## config.mk

```make
export PLATFORM = sky130hd
export DESIGN_NAME = vga_timing_gen_flat
export DESIGN_NICKNAME = d
export VERILOG_FILES = /design/src/rtl/vga_timing_if.sv /design/src/rtl/vga_timing_gen.sv /design/src/flat_wrapper.sv
export SDC_FILE = /design/constraint.sdc
export NUM_CORES = 1
export LEC_CHECK = 0
export CAP_MARGIN = 5
export CELL_PAD_IN_SITES_DETAIL_PLACEMENT = 1
export CELL_PAD_IN_SITES_GLOBAL_PLACEMENT = 2
export CORE_MARGIN = 5
export CORE_UTILIZATION = 30
export CTS_CLUSTER_SIZE = 10
export DETAILED_ROUTE_END_ITERATION = 16
export HOLD_SLACK_MARGIN = 0.02
export PLACE_DENSITY = 0.73
export SLEW_MARGIN = 20
export SYNTH_ARGS = -nofsm -noshare
export SYNTH_HDL_FRONTEND = slang
export SYNTH_SLANG_ARGS = --single-unit
```

## constraint.sdc

```tcl
create_clock -name i_clk -period 1.94 [get_ports i_clk]
set_input_delay 0.582 -clock i_clk [delete_from_list [all_inputs] [get_ports i_clk]]
set_output_delay 0.582 -clock i_clk [all_outputs]
set_load 0.05 [all_outputs]
```

## src/rtl/vga_timing_if.sv

```systemverilog
// Display-control and VGA pin bundle produced by vga_timing_gen.
// The master modport drives the bundle; the slave modport is for the pixel generator and the pins.
interface vga_timing_if;
    logic       o_hsync;
    logic       o_vsync;
    logic       o_screen_reset;
    logic       o_pixel_x_clock;
    logic       o_pixel_y_clock;
    logic [9:0] o_x;
    logic [9:0] o_y;
    logic       o_active;
    logic       o_hsync_n;
    logic       o_vsync_n;
    logic       o_de;

    modport master (
        output o_hsync, o_vsync, o_screen_reset, o_pixel_x_clock, o_pixel_y_clock,
        output o_x, o_y, o_active, o_hsync_n, o_vsync_n, o_de
    );

    modport slave (
        input o_hsync, o_vsync, o_screen_reset, o_pixel_x_clock, o_pixel_y_clock,
        input o_x, o_y, o_active, o_hsync_n, o_vsync_n, o_de
    );
endinterface

```

## src/rtl/vga_timing_gen.sv

```systemverilog
// VGA raster timing generator: pixel-tick divider, h/v counters, single-cycle
// pixel-generator strobes and sync/data-enable pins delayed to match the colour pipeline.
module vga_timing_gen #(
    parameter int CLK_DIV    = 4,
    parameter int X_DIV      = 2,
    parameter int H_ACTIVE   = 640,
    parameter int H_FP       = 16,
    parameter int H_SYNC     = 96,
    parameter int H_BP       = 48,
    parameter int V_ACTIVE   = 480,
    parameter int V_FP       = 10,
    parameter int V_SYNC     = 2,
    parameter int V_BP       = 33,
    parameter int PIPE_DELAY = 4
) (
    input  logic         i_clk,
    input  logic         i_reset,
    vga_timing_if.master vga
);
    localparam int H_TOTAL = H_ACTIVE + H_FP + H_SYNC + H_BP;
    localparam int V_TOTAL = V_ACTIVE + V_FP + V_SYNC + V_BP;
    localparam int DW      = $clog2(CLK_DIV);
    localparam int XW      = (X_DIV > 1) ? $clog2(X_DIV) : 1;

    localparam logic [DW-1:0] DIV_LAST   = DW'(CLK_DIV - 1);
    localparam logic [XW-1:0] XSUB_LAST  = XW'(X_DIV - 1);
    localparam logic [9:0]    H_LAST     = 10'(H_TOTAL - 1);
    localparam logic [9:0]    V_LAST     = 10'(V_TOTAL - 1);
    localparam logic [9:0]    H_ACT      = 10'(H_ACTIVE);
    localparam logic [9:0]    V_ACT      = 10'(V_ACTIVE);
    localparam logic [9:0]    H_ACT_LAST = 10'(H_ACTIVE - 1);
    localparam logic [9:0]    V_ACT_LAST = 10'(V_ACTIVE - 1);
    localparam logic [9:0]    HS_START   = 10'(H_ACTIVE + H_FP);
    localparam logic [9:0]    HS_END     = 10'(H_ACTIVE + H_FP + H_SYNC);
    localparam logic [9:0]    VS_START   = 10'(V_ACTIVE + V_FP);
    localparam logic [9:0]    VS_END     = 10'(V_ACTIVE + V_FP + V_SYNC);

    logic [DW-1:0] div_q, div_d;
    logic [9:0]    h_q, h_d, v_q, v_d;
    logic [XW-1:0] xsub_q, xsub_d;
    logic          first_q, first_d;
    logic          pix_en;

    logic       x_clk_q, x_clk_d, y_clk_q, y_clk_d;
    logic       vsync_q, vsync_d, scr_rst_q, scr_rst_d;
    logic       hsync_q, hsync_d, active_q, active_d;
    logic [9:0] x_q, x_d, y_q, y_d;
    logic       hs_n_q, hs_n_d, vs_n_q, vs_n_d;

    logic [PIPE_DELAY-1:0] hs_pipe_q, hs_pipe_d;
    logic [PIPE_DELAY-1:0] vs_pipe_q, vs_pipe_d;
    logic [PIPE_DELAY-1:0] de_pipe_q, de_pipe_d;

    always_comb begin
        pix_en  = (div_q == DIV_LAST);
        div_d   = pix_en ? '0 : div_q + 1'b1;
        h_d     = h_q;
        v_d     = v_q;
        xsub_d  = xsub_q;
        first_d = 1'b0;

        if (pix_en) begin
            if (h_q == H_LAST) begin
                h_d = '0;
                v_d = (v_q == V_LAST) ? '0 : v_q + 10'd1;
            end else begin
                h_d = h_q + 10'd1;
            end
            if (h_q < H_ACT) begin
                xsub_d = (xsub_q == XSUB_LAST) ? '0 : xsub_q + 1'b1;
            end
        end
        // Keep the x sub-divider phase-aligned to the start of every active line.
        if (h_q >= H_ACT) begin
            xsub_d = '0;
        end

        x_clk_d   = pix_en && (v_q < V_ACT) && (h_q < H_ACT) && (xsub_q == XSUB_LAST);
        y_clk_d   = pix_en && (h_q == H_ACT_LAST) && (v_q < V_ACT);
        vsync_d   = pix_en && (h_q == H_LAST) && (v_q == V_ACT_LAST);
        // first_q is set during reset so the pixel generator restarts right after release.
        scr_rst_d = first_q || (pix_en && (h_q == H_LAST) && (v_q == V_LAST));

        hsync_d  = (h_q >= H_ACT);
        active_d = (h_q < H_ACT) && (v_q < V_ACT);
        x_d      = h_q;
        y_d      = v_q;
        hs_n_d   = !((h_q >= HS_START) && (h_q < HS_END));
        vs_n_d   = !((v_q >= VS_START) && (v_q < VS_END));
    end

    always_comb begin
        hs_pipe_d    = hs_pipe_q;
        vs_pipe_d    = vs_pipe_q;
        de_pipe_d    = de_pipe_q;
        hs_pipe_d[0] = hs_n_q;
        vs_pipe_d[0] = vs_n_q;
        de_pipe_d[0] = active_q;
        for (int i = 1; i < PIPE_DELAY; i++) begin
            hs_pipe_d[i] = hs_pipe_q[i-1];
            vs_pipe_d[i] = vs_pipe_q[i-1];
            de_pipe_d[i] = de_pipe_q[i-1];
        end
    end

    always_ff @(posedge i_clk) begin
        if (i_reset) begin
            div_q     <= '0;
            h_q       <= '0;
            v_q       <= '0;
            xsub_q    <= '0;
            first_q   <= 1'b1;
            x_clk_q   <= 1'b0;
            y_clk_q   <= 1'b0;
            vsync_q   <= 1'b0;
            scr_rst_q <= 1'b0;
            hsync_q   <= 1'b0;
            active_q  <= 1'b0;
            x_q       <= '0;
            y_q       <= '0;
            hs_n_q    <= 1'b1;
            vs_n_q    <= 1'b1;
            hs_pipe_q <= '1;
            vs_pipe_q <= '1;
            de_pipe_q <= '0;
        end else begin
            div_q     <= div_d;
            h_q       <= h_d;
            v_q       <= v_d;
            xsub_q    <= xsub_d;
            first_q   <= first_d;
            x_clk_q   <= x_clk_d;
            y_clk_q   <= y_clk_d;
            vsync_q   <= vsync_d;
            scr_rst_q <= scr_rst_d;
            hsync_q   <= hsync_d;
            active_q  <= active_d;
            x_q       <= x_d;
            y_q       <= y_d;
            hs_n_q    <= hs_n_d;
            vs_n_q    <= vs_n_d;
            hs_pipe_q <= hs_pipe_d;
            vs_pipe_q <= vs_pipe_d;
            de_pipe_q <= de_pipe_d;
        end
    end

    assign vga.o_hsync         = hsync_q;
    assign vga.o_vsync         = vsync_q;
    assign vga.o_screen_reset  = scr_rst_q;
    assign vga.o_pixel_x_clock = x_clk_q;
    assign vga.o_pixel_y_clock = y_clk_q;
    assign vga.o_x             = x_q;
    assign vga.o_y             = y_q;
    assign vga.o_active        = active_q;
    assign vga.o_hsync_n       = hs_pipe_q[PIPE_DELAY-1];
    assign vga.o_vsync_n       = vs_pipe_q[PIPE_DELAY-1];
    assign vga.o_de            = de_pipe_q[PIPE_DELAY-1];
endmodule

```

## src/flat_wrapper.sv

```systemverilog
// flat-port wrapper written by rule: the top's interface ports become plain ports
module vga_timing_gen_flat 
#(
    parameter int CLK_DIV    = 4,
    parameter int X_DIV      = 2,
    parameter int H_ACTIVE   = 640,
    parameter int H_FP       = 16,
    parameter int H_SYNC     = 96,
    parameter int H_BP       = 48,
    parameter int V_ACTIVE   = 480,
    parameter int V_FP       = 10,
    parameter int V_SYNC     = 2,
    parameter int V_BP       = 33,
    parameter int PIPE_DELAY = 4
)
  (i_clk, i_reset, vga_o_hsync, vga_o_vsync, vga_o_screen_reset, vga_o_pixel_x_clock, vga_o_pixel_y_clock, vga_o_x, vga_o_y, vga_o_active, vga_o_hsync_n, vga_o_vsync_n, vga_o_de);
  vga_timing_if vga_i ();
  input  logic i_clk;
  input  logic i_reset;
  output wire logic [$bits(vga_i.o_hsync)-1:0] vga_o_hsync;
  output wire logic [$bits(vga_i.o_vsync)-1:0] vga_o_vsync;
  output wire logic [$bits(vga_i.o_screen_reset)-1:0] vga_o_screen_reset;
  output wire logic [$bits(vga_i.o_pixel_x_clock)-1:0] vga_o_pixel_x_clock;
  output wire logic [$bits(vga_i.o_pixel_y_clock)-1:0] vga_o_pixel_y_clock;
  output wire logic [$bits(vga_i.o_x)-1:0] vga_o_x;
  output wire logic [$bits(vga_i.o_y)-1:0] vga_o_y;
  output wire logic [$bits(vga_i.o_active)-1:0] vga_o_active;
  output wire logic [$bits(vga_i.o_hsync_n)-1:0] vga_o_hsync_n;
  output wire logic [$bits(vga_i.o_vsync_n)-1:0] vga_o_vsync_n;
  output wire logic [$bits(vga_i.o_de)-1:0] vga_o_de;
  assign vga_o_hsync = vga_i.o_hsync;
  assign vga_o_vsync = vga_i.o_vsync;
  assign vga_o_screen_reset = vga_i.o_screen_reset;
  assign vga_o_pixel_x_clock = vga_i.o_pixel_x_clock;
  assign vga_o_pixel_y_clock = vga_i.o_pixel_y_clock;
  assign vga_o_x = vga_i.o_x;
  assign vga_o_y = vga_i.o_y;
  assign vga_o_active = vga_i.o_active;
  assign vga_o_hsync_n = vga_i.o_hsync_n;
  assign vga_o_vsync_n = vga_i.o_vsync_n;
  assign vga_o_de = vga_i.o_de;
  vga_timing_gen #(.CLK_DIV(CLK_DIV), .X_DIV(X_DIV), .H_ACTIVE(H_ACTIVE), .H_FP(H_FP), .H_SYNC(H_SYNC), .H_BP(H_BP), .V_ACTIVE(V_ACTIVE), .V_FP(V_FP), .V_SYNC(V_SYNC), .V_BP(V_BP), .PIPE_DELAY(PIPE_DELAY)) u_core (.i_clk(i_clk), .i_reset(i_reset), .vga(vga_i));
endmodule
```

== Yosys cells after proc, flatten, opt, wreduce, memory -nomap -nowiden ==
Cells that the tools add are included.

* Input bits: 2
* Output and inout bits: 29
* Logic and storage cells: 56
* Register bits: 64

* Reduce and logical (&&, ||, !) cells: 18
* Equal/unequal tests: 5
* Mux-type cells: 4
* Add/sub/neg operators: 4
* Magnitude comparators: 7

{| class="wikitable"
|+ Operators by type and width
! operator !! number
|-
| $eq 10x10->1 const B || 3
|-
| $add 10x1->10 const B || 2
|-
| $ge 10x10->1 const B || 2
|-
| $lt 10x10->1 const B || 2
|-
| $lt 10x9->1 const B || 2
|-
| $mux 10 || 2
|-
| $logic_and 1x1->1 || 11
|-
| $eq 10x9->1 const B || 1
|-
| $ge 10x9->1 const B || 1
|-
| $reduce_and 2->1 || 2
|-
| $reduce_or 2->1 || 2
|-
| $add 2x1->2 const B || 1
|-
| $eq 2x2->1 const B || 1
|-
| $logic_not 1->1 || 2
|-
| $mux 1 || 2
|-
| $add 1x1->1 const B || 1
|-
| $logic_or 1x1->1 || 1
|}

== Depth between registers and ports, before layout ==
* Depth in word-level cells: 4
* Depth in mapped cells: 6
* Depth with buffers taken out: 6

== Worst setup path before layout ==
Ideal clock, no wire load.

* Kind: register to register
* Start point: register u_core.div_q[0]
* End point: register u_core.h_q[9]
* Library setup time: 117 ps
* Path buffers: 1
* Setup slack: 36 ps
* Cell stages (with the launch flop): 7
* Arrival: 1788 ps
* Clock period less this slack: 1904 ps
* Data required time: 1823 ps
* Cells stage by stage: dfxtp_1 ha_1 clkbuf_1 nand3_1 nor3_1 nor2_1 a22o_1

* Cells in the longest elaborated chain, start to end: 1

{| class="wikitable"
|+ RTL lines
! what !! line !! source
|-
| start: declaration || vga_timing_gen.sv:38 || <nowiki>logic [DW-1:0] div_q, div_d;</nowiki>
|-
| start signal: assignment || vga_timing_gen.sv:127 || <nowiki>div_q <= div_d;</nowiki>
|-
| $eq 2x2->1 || vga_timing_gen.sv:55 || <nowiki>pix_en = (div_q == DIV_LAST);</nowiki>
|-
| end signal: assignment || vga_timing_gen.sv:109 || <nowiki>h_q <= '0;</nowiki>
|-
| end signal: assignment || vga_timing_gen.sv:128 || <nowiki>h_q <= h_d;</nowiki>
|-
| end: declaration || vga_timing_gen.sv:39 || <nowiki>logic [9:0] h_q, h_d, v_q, v_d;</nowiki>
|}

Every way passes these cells.
A chain may end at the register's enable or synchronous reset.

== Final worst setup path ==
* Start point: register u_core.h_q[5]
* End point: register u_core.v_q[9]

* Cells in the longest elaborated chain, start to end: 2

{| class="wikitable"
|+ RTL lines
! what !! line !! source
|-
| $eq 10x10->1 || vga_timing_gen.sv:63 || <nowiki>if (h_q == H_LAST) begin</nowiki>
|-
| $reduce_and 2->1 (no line) || - ||
|-
| end signal: assignment || vga_timing_gen.sv:129 || <nowiki>v_q <= v_d;</nowiki>
|-
| end: declaration || vga_timing_gen.sv:39 ||
|}

Every way passes these cells.

==> flow_summary.json <==
{
  "status": "finished, final reports clean",
  "final_hold_viol_count": 0,
  "wl_per_cell_um": 12.9,
  "regArea_mm2": 0.00128,
  "n_fill_cell": 872,
  "peakVddDrop_v": 0.000562,
  "ctsHoldBuffers": 0,
  "netlist_instances": 229,
  "avgSynthCellArea_um2": 10.1,
  "clockRootBuffer": "clkbuf_8",
  "rr_endpoint": "u_core.v_q[9]",
  "io-pin-count": 31,
  "synthDistinctLibCells": 40,
  "design_area_mm2": 0.00299,
  "whs_path_depth": 1,
  "synthesis.nets": 236,
  "cap_violations": 0,
  "layout-drive-gt1-share": 0.278,
  "worst_setup_path_start_kind": "flip-flop",
  "drt-vias-per-instance": 4.29,
  "die_y_um": 97.6,
  "fin_worst_skew_ps": 7.88,
  "grt_pass1_wl_um": 8510,
  "end_kind": "flip-flop",
  "clock_sinks": 64,
  "diodes": 0,
  "antenna_found_initial": 0,
  "post_cts_buffers": 0,
  "crit_type": "reg2reg",
  "die_w_um": 97.6,
  "hold-worst-slack_ps": 413,
  "finalCritPeriodShare": 0.948,
  "gr-usage-all-layers": 0.113,
  "min_to": "u_core.vs_pipe_q[3]",
  "drc_errors": 0,
  "num_rows": 32,
  "grt_pass1_vias": 1760,
  "core-area_mm2": 0.00761,
  "clk_path_buf_depth": 2,
  "hold_class": "reg2reg",
  "nets": 286,
  "antenna_left": 0,
  "synth_edf_count": 0,
  "yosysMostFrequentCell": "dfxtp_1",
  "grt_max_degree": 23,
  "synth_flop_cell": "dfxtp_1",
  "synth_area_mm2": 0.00230,
  "gp_congestion": 0.753,
  "io_buffers": 30,
  "required_ps": 2170,
  "path_clk_slew_ps": 70,
  "pre_cts_slack_ps": -46.1,
  "start_util": 0.303,
  "synth.area.top_cells": "dfxtp_1 (56%), nor2b_1 (5.2%), nor2_1 (4.7%)",
  "crit_fanout": 5,
  "cts_tree": "yes",
  "ys_warn_count": 0,
  "rr_worst_depth": 4,
  "hpwlAfterDp_um": 3620,
  "wl_um": 4980,
  "worstPathArrival_ps": 2070,
  "dpl-instance-area_mm2": 0.00276,
  "die_area_mm2": 0.00953,
  "rr_startpoint": "u_core.h_q[5]",
  "synth_common_cells": "dfxtp_1 (64), nor2_1 (29), nor2b_1 (19)",
  "slew_violations": 0,
  "finalCriticalPeriod_ps": 1840,
  "overflow": 0,
  "syn_to_final_growth_pct": 30.0,
  "rrSetupSlack_ps": 100,
  "yosysTopAreaCellShare": 0.556,
  "synth-seq-area-share": 0.556,
  "drt_iter0_drc": 69,
  "ys_ff_latch": 64,
  "cts_buffers": 9,
  "htreeDepth": 3,
  "rsz0062_at_grt": "no",
  "dr.pass1.iters": 4,
  "multi_input_area_um2": 937,
  "insertion_delay_ps": 340,
  "cts_resized": 0,
  "via_count": 1656,
  "hp-start": "u_core.vs_pipe_q[2]",
  "slew_headroom": 0.735,
  "worst_slew_pin_slew_ps": 395,
  "leakagePower_nw": 1.18,
  "power-per-cell-area_mw_per_mm2": 924,
  "max_freq_ghz": 0.544,
  "yosysTopAreaCell": "dfxtp_1",
  "timing.final.ws_setup_ps": 101,
  "synthArstFlopShare": 0,
  "setup_viol": 0
}
cells in the final DEF (no fill, tap or decap), drive strengths merged, types with 2 or more instances in the layout:
| cell | count |
|---|---|
| a21oi | 6 |
| and3 | 5 |
| buf | 49 |
| bufinv | 3 |
| clkbuf | 11 |
| clkinvlp | 2 |
| dfxtp | 64 |
| ha | 5 |
| inv | 9 |
| mux2i | 2 |
| nand2 | 8 |
| nand2b | 2 |
| nand3 | 5 |
| nand4 | 10 |
| nor2 | 29 |
| nor2b | 19 |
| nor3 | 8 |
| nor4 | 5 |
| o21ai | 3 |
| o31ai | 2 |
| or2 | 9 |
| or3 | 2 |
| or4b | 2 |
| xnor2 | 9 |
| xor2 | 5 |
metal layers:
layer / GRT usage / up-vias / routed length, um
li1: - / 865 / -
met1: 0.142 / 759 / 2530
met2: 0.171 / 25 / 2200
met3: 0.0459 / 7 / 193
met4: 0.0447 / 0 / 61
met5: 0 / - / 0
flip-flops by register name, indices dropped and copies added, names as in the netlist, 2 cells and up:
signal and cells:
u_core.h_q 10, u_core.v_q 10, u_core.vga.o_x 10, u_core.vga.o_y 10, u_core.de_pipe_q 4, u_core.hs_pipe_q 4, u_core.vs_pipe_q 4, u_core.div_q 2
worst max-delay path: stages (launching register included):
cell     delay [ps]
dfxtp_1         310
or4b_4          580
or2_4           310
or3_4           380
and3_1          160
layout make-up:
class,instances,area share
clock buffer,11,0.0439
clock inverter,5,0.0351
inverter,9,0.0113
multi-input combinational,145,0.313
sequential,64,0.428
tap,102,0.0426
timing repair buffer,50,0.126
logic make-up after synthesis:
family	synth area share
xor gates and xnor gates	0.0532
and+or+nand+nor	0.277
buffers and inverters	0.0369
adders and majority gates	0.0272
DFF	0.556
muxes	0.00869
AOI/OAI and AO/OA	0.0407
stage by stage:
step	setup TNS, ps	utilization	power [mW]	std cells
2_1_floorplan	0	-	1.42	229
3_3_place_gp	-8.92	0.363	1.45	370
3_5_place_dp	-46.1	0.363	1.45	370
4_1_cts	0	0.394	2.82	386
5_1_grt	0	0.394	2.90	386
6_report	0	0.394	2.77	386
worst max path at each step:
stage / startpoint / endpoint / slack (ps) / cells past startpoint
4_1_cts: u_core.h_q[5] / u_core.v_q[9] / 90 / 4
6_report: u_core.h_q[5] / u_core.v_q[9] / 100 / 4
3_5_place_dp: i_reset / u_core.vga.o_pixel_y_clock / -50 / 5
3_3_place_gp: i_reset / u_core.vga.o_pixel_y_clock / -9 / 5
2_1_floorplan: u_core.div_q[0] / u_core.h_q[9] / 40 / 6
5_1_grt: u_core.div_q[0] / u_core.v_q[9] / 6 / 6
where the power goes:
| part | switching, mW | internal (mW) |
|---|---|---|
| Sequential | 0.00583 | 1.33 |
| Combinational | 0.0530 | 0.0321 |
| Clock | 0.493 | 0.854 |
(Power assumes the default switching activity.)
